`src/rtl/lc3b_types.sv`:
```
// Shared lc3b pipeline types: stage occupancy encoding and the canonical bubble
// control value used to squash a stage's control bundle.
package lc3b_types;

   typedef enum logic [1:0] {
      EMPTY = 2'd0,
      ONE   = 2'd1,
      FULL  = 2'd2
   } pipe_occ_t;

   // Wide enough for any stage's control bundle; stages take the low CTRL_W bits.
   localparam int unsigned PIPE_CTRL_MAX_W = 64;
   localparam logic [PIPE_CTRL_MAX_W-1:0] PIPE_CTRL_BUBBLE = '0;

endpackage

```
`src/rtl/pipe_stage_skid_sat_counter.sv`:
```
// Saturating event counter: counts cycles with inc=1, sticks at all-ones,
// clears on synchronous active-low reset.
module sat_counter #(
   parameter int unsigned CNT_W = 32
) (
   input  logic             clk,
   input  logic             rst_n,
   input  logic             inc,
   output logic [CNT_W-1:0] count
);

   logic [CNT_W-1:0] count_q;
   logic [CNT_W-1:0] count_d;

   // Next count: increment unless already saturated.
   always_comb begin
      count_d = count_q;
      if (inc && (count_q != {CNT_W{1'b1}})) begin
         count_d = count_q + {{(CNT_W-1){1'b0}}, 1'b1};
      end else begin
         count_d = count_q;
      end
   end

   // Counter register.
   always_ff @(posedge clk) begin
      if (!rst_n) begin
         count_q <= '0;
      end else begin
         count_q <= count_d;
      end
   end

   assign count = count_q;

endmodule

```
`src/rtl/pipe_stage_skid.sv`:
```
// Pipeline stage register with valid/ready handshake and 2-entry skid buffer.
// Optional stall/bubble counters when PIPE_STAGE_PERF_EN is defined.
module pipe_stage_skid
   import lc3b_types::*;
#(
   parameter int unsigned WIDTH  = 16,
   parameter int unsigned CTRL_W = 24,
   parameter int unsigned CNT_W  = 32
) (
   input  logic              clk,
   input  logic              rst_n,
   input  logic              in_valid,
   output logic              in_ready,
   input  logic [WIDTH-1:0]  in_data,
   input  logic [CTRL_W-1:0] in_ctrl,
   output logic              out_valid,
   input  logic              out_ready,
   output logic [WIDTH-1:0]  out_data,
   output logic [CTRL_W-1:0] out_ctrl,
   input  logic              flush,
`ifdef PIPE_STAGE_PERF_EN
   output logic [CNT_W-1:0]  stall_cnt,
   output logic [CNT_W-1:0]  bubble_cnt,
`endif
   output logic [1:0]        occupancy
);

   localparam logic [CTRL_W-1:0] CTRL_BUBBLE = PIPE_CTRL_BUBBLE[CTRL_W-1:0];

   pipe_occ_t         state_q, state_d;
   logic [WIDTH-1:0]  main_data_q, main_data_d;
   logic [CTRL_W-1:0] main_ctrl_q, main_ctrl_d;
   logic [WIDTH-1:0]  skid_data_q, skid_data_d;
   logic [CTRL_W-1:0] skid_ctrl_q, skid_ctrl_d;
   logic              in_fire, out_fire;

   // Handshake signals decode from the state register only, so neither
   // out_ready nor in_* reach any output combinationally.
   assign in_ready  = (state_q != FULL);
   assign out_valid = (state_q != EMPTY);
   assign occupancy = state_q;
   assign out_data  = main_data_q;
   assign out_ctrl  = out_valid ? main_ctrl_q : CTRL_BUBBLE;
   assign in_fire   = in_valid & in_ready;
   assign out_fire  = out_valid & out_ready;

   // Next-state and storage update; flush overrides every transition.
   always_comb begin
      state_d     = state_q;
      main_data_d = main_data_q;
      main_ctrl_d = main_ctrl_q;
      skid_data_d = skid_data_q;
      skid_ctrl_d = skid_ctrl_q;
      case (state_q)
         EMPTY: begin
            if (in_fire) begin
               state_d     = ONE;
               main_data_d = in_data;
               main_ctrl_d = in_ctrl;
            end else begin
               state_d = EMPTY;
            end
         end
         ONE: begin
            if (in_fire && out_fire) begin
               main_data_d = in_data;
               main_ctrl_d = in_ctrl;
            end else if (in_fire) begin
               state_d     = FULL;
               skid_data_d = in_data;
               skid_ctrl_d = in_ctrl;
            end else if (out_fire) begin
               state_d = EMPTY;
            end else begin
               state_d = ONE;
            end
         end
         FULL: begin
            if (out_fire) begin
               state_d     = ONE;
               main_data_d = skid_data_q;
               main_ctrl_d = skid_ctrl_q;
            end else begin
               state_d = FULL;
            end
         end
         default: begin
            state_d = EMPTY;
         end
      endcase
      // Squashed entries keep their data but lose control so they cannot act.
      if (flush) begin
         state_d     = EMPTY;
         main_data_d = main_data_q;
         main_ctrl_d = CTRL_BUBBLE;
         skid_data_d = skid_data_q;
         skid_ctrl_d = CTRL_BUBBLE;
      end else begin
         state_d = state_d;
      end
   end

   // State and storage registers.
   always_ff @(posedge clk) begin
      if (!rst_n) begin
         state_q     <= EMPTY;
         main_data_q <= '0;
         main_ctrl_q <= '0;
         skid_data_q <= '0;
         skid_ctrl_q <= '0;
      end else begin
         state_q     <= state_d;
         main_data_q <= main_data_d;
         main_ctrl_q <= main_ctrl_d;
         skid_data_q <= skid_data_d;
         skid_ctrl_q <= skid_ctrl_d;
      end
   end

`ifdef PIPE_STAGE_PERF_EN
   sat_counter #(.CNT_W(CNT_W)) u_stall_cnt (
      .clk   (clk),
      .rst_n (rst_n),
      .inc   (out_valid & ~out_ready),
      .count (stall_cnt)
   );

   sat_counter #(.CNT_W(CNT_W)) u_bubble_cnt (
      .clk   (clk),
      .rst_n (rst_n),
      .inc   (~out_valid & out_ready),
      .count (bubble_cnt)
   );
`else
   // Counter width only matters with the counters built in.
   if (CNT_W == 0) begin : g_no_cnt
   end
`endif

endmodule
```
`config.mk`:
```
export PLATFORM = sky130hd
export DESIGN_NAME = pipe_stage_skid
export DESIGN_NICKNAME = d
export VERILOG_FILES = /design/src/rtl/lc3b_types.sv /design/src/rtl/pipe_stage_skid_sat_counter.sv /design/src/rtl/pipe_stage_skid.sv
export SDC_FILE = /design/constraint.sdc
export NUM_CORES = 1
export LEC_CHECK = 0
export BUFFER_PORTS_ARGS = -buffer_cell sky130_fd_sc_hd__buf_4
export CAP_MARGIN = 20
export CELL_PAD_IN_SITES_DETAIL_PLACEMENT = 0
export CELL_PAD_IN_SITES_GLOBAL_PLACEMENT = 2
export CORE_MARGIN = 2
export CORE_UTILIZATION = 28
export DETAILED_ROUTE_END_ITERATION = 8
export GPL_TIMING_DRIVEN = 0
export PLACE_DENSITY_LB_ADDON = 0.12
export SYNTH_ARGS = -nofsm -noshare
export SYNTH_HDL_FRONTEND = slang
export SYNTH_SLANG_ARGS = --single-unit
```
`constraint.sdc`:
```
create_clock -name clk -period 1.3 [get_ports clk]
set_input_delay 0 -clock clk [delete_from_list [all_inputs] [get_ports clk]]
set_output_delay 0 -clock clk [all_outputs]
set_load 0.05 [all_outputs]
```
==> reports/summary.txt <==
Worst hold stages - 5
CP Max Fanout - 10
Reg-to-reg endpoint - out_data[1]
Root buffer cell - clkbuf_16
Compound-Gate Fraction of Synth Area - 20.44%
# diodes - 0
Die ar. - 14,010 um^2
Reg-to-reg slack, setup - -0.16 ns
Max Freq - 687.0 MHz
Initial antenna violation count - 0
GRT Util Overall - 16.52%
Critical path type - flop to flop
Initial DRT Pass Iterations - 4
RSZ-0062 raised after global routing - true
Placer Congestion - 0.7428
Fraction of synthesized area in multiplexers - 11.76%
Post-route ant nets - 0
Buffers on Ports - 87
Max Buffers Root-to-Sink - 2
Tightest Pin Transition - 0.6556 ns
WHS Endpoint - skid_ctrl_q[1]
Max VDD drop - 0.0005852 V
I/O pin cnt - 89
Core Area - 12,670 um^2
Vias in the first global route - 3,514
Pin count of the biggest net entering global routing - 14
Min-delay src - in_valid
Pwr Density - 1035 nW/um^2
First-pass GRT wire length - 18,190 um
Final setup vio count - 97
# fillers - 1,245
Post-DR wirelength/cell - 15.36 um
Vias - 3,494
Layout cells sized above 1 - 39.12%
Crit start category - flop
Register area share after synthesis - 44.84%
CP Data Required Time - 1.58 ns
Max_cap viols - 0
Die Y - 118.3 um
Site Rows - 41
Initial cell density of the core - 28.89%
Clk_lat worst skew - 0.34 ns
Post-DR vias/cell - 4.597
Status - complete, but fails checks
Die X - 118.3 um
Distinct cells, synth - 27
GR Overflow Total - 0
DRC Markers - 0
Rel. slew slack - 56.29%
Nets@finish - 628
Violated checks - setup timing
Detailed Route WL - 11,680 um
XOR/XNOR share of the synthesized area - 0%
Lkg Pwr - 2.509 nW
Final min period - 1.456 ns
Critical Path Sink Type - flop
Synth Area in Simple Gates - 17.05%
Clock transition at path regs - 0.07 ns
Fin. Hold Viols - 0
Final setup TNS - -8.456 ns
Final Cell Area - 6238 um^2
Crit path DAT - 1.73 ns
Clock sinks - 82
Seq cells post-synth - 82
Yosys warns - 0
RR Startpoint - occupancy[0]
Syn_area_per_cell - 8.737 um^2
Syn-to-layout area delta - 70.40%
Clock buffer count from CTS - 9
PnR worst setup slack - -0.1555 ns
Final worst path period share - 112.0%
Adder-cell share of the synthesized area - 0%
Count of pins over their slew limit - 0
Worst Skew - 0.006364 ns
H-tree depth - 3
Place WS - -0.3978 ns
Main combinational cell family by area after synthesis - compound AO/OA/AOI/OAI gates
CTS tree - done
Syn Inst Count - 419
Syn Std Cell Area - 3661 um^2
Placed Area - 4703 um^2
Syn Nets - 464
Tightest Hold Check Type - primary input to flop
DRT iter0 DRCs - 136
Reg2Reg Depth - 7
Layout Utilization - 49.23%
Hpwl dp - 7269 um
==> final cells by class <==
type | instances | area [um^2] | area share, %
inverter | 1 | 8.758 | 0.1404
tap | 172 | 215.2 | 3.450
multi-input combinational | 300 | 2192 | 35.14
buffer | 35 | 357.8 | 5.736
clock inverter | 4 | 47.55 | 0.7621
sequential | 82 | 1649 | 26.43
clock buffer | 12 | 267.8 | 4.292
timing repair buffer | 154 | 1500 | 24.05
==> cell usage in the layout, fill, tap and decap left out, drive strengths merged <==
| cell | netlist | final |
|---|---|---|
| mux2 | 16 | 16 |
| nand3b | 1 | 1 |
| nand2b | 5 | 5 |
| buf | 16 | 131 |
| clkbuf | 20 | 29 |
| clkinvlp | 0 | 1 |
| nand2 | 81 | 81 |
| a21boi | 17 | 17 |
| o22a | 1 | 1 |
| nor2 | 28 | 28 |
| o211ai | 16 | 16 |
| bufinv | 0 | 1 |
| dlygate4sd3 | 0 | 41 |
| a211oi | 25 | 25 |
| clkinv | 0 | 2 |
| a21oi | 25 | 25 |
| mux2i | 25 | 25 |
| nor2b | 26 | 26 |
| dfxtp | 82 | 82 |
| nand4bb | 1 | 1 |
| o21ai | 33 | 33 |
| inv | 1 | 1 |
==> worst max-delay path, stage by stage (launching register included) <==
cell      delay (ns)
dfxtp_4         0.37
buf_6           0.12
nor2b_4         0.13
o21ai_4         0.27
buf_6           0.15
nand2b_4        0.07
buf_12          0.15
o21ai_2         0.12
==> report_power, final <==
| group | switching, mW | internal, mW | total, mW |
|---|---|---|---|
| Combinational | 0.570 | 0.541 | 1.11 |
| Sequential | 0.0419 | 2.58 | 2.62 |
| Clock | 1.07 | 1.65 | 2.72 |
| Total | 1.68 | 4.78 | 6.46 |
==> logic make-up (layout without fill, tap and decap cells) <==
kind of cell	Yosys count	after routing
buffers and inverters	37	206
AO/OA/AOI/OAI	117	117
flip-flops	82	82
AND/OR/NAND/NOR	142	142
multiplexers	41	41
==> metal layers <==
metal	vias up	GRT usage (%)	part of all wire, %
met1	1642	22.15	49
met5	-	0	0
li1	1777	-	-
met2	64	26.16	46
met3	11	2.606	3.0
met4	0	7.154	1.7
==> flip-flops by register name, indices dropped and copies added, names as in the netlist <==
signal	cells
main_ctrl_q	24
occupancy	2
out_data	16
skid_ctrl_q	24
skid_data_q	16
==> what timing repair did <==
action                     in CTS  in global routing
setup endpoints to repair     102                103
hold buffers                   41                  0
gates cloned                    2                  5
hold endpoints to repair       41                  0
buffers inserted               15                  6
resized for setup             101                 72
pin swaps                      18                  6
==> how the worst max path moves through the flow <==
| stage | from | endpoint | slack [ns] | depth (start not counted) |
|---|---|---|---|---|
| after floorplan | occupancy[0] | main_ctrl_q[23] | -0.14 | 6 |
| after global placement | occupancy[1] | out_ctrl[12] | -0.30 | 4 |
| after detailed placement | occupancy[1] | skid_data_q[10] | -0.40 | 5 |
| after CTS | occupancy[0] | main_ctrl_q[2] | -0.13 | 7 |
| after global routing | occupancy[0] | main_ctrl_q[9] | -0.22 | 7 |
| final | occupancy[0] | out_data[1] | -0.16 | 7 |
==> Yosys cell counts (all sizes together) <==
library cell | count | area share (%)
o21ai | 33 | 4.5
nor2b | 26 | 4.4
a21oi | 25 | 3.4
nand4bb | 1 | 0.31
inv | 1 | 0.10
dfxtp | 82 | 45
nand2 | 81 | 8.3
o22a | 1 | 0.24
mux2 | 16 | 4.9
o211ai | 16 | 3.3
nand3b | 1 | 0.21
nand2b | 5 | 0.85
nor2 | 28 | 2.9
a211oi | 25 | 5.4
clkbuf | 20 | 2.1
buf | 16 | 3.8
mux2i | 25 | 6.8
a21boi | 17 | 3.6
==> per-stage QoR <==
stage               hold slack, ns  cells  total power, mW
finish                      0.1328    760            6.458
global route                0.1388    760            6.731
detailed placement          0.2178    678            3.449
CTS                         0.1003    752            6.452
floorplan                  0.06304    419            3.148
global placement            0.2198    678            3.446
Power figures use the tool's default switching activity.
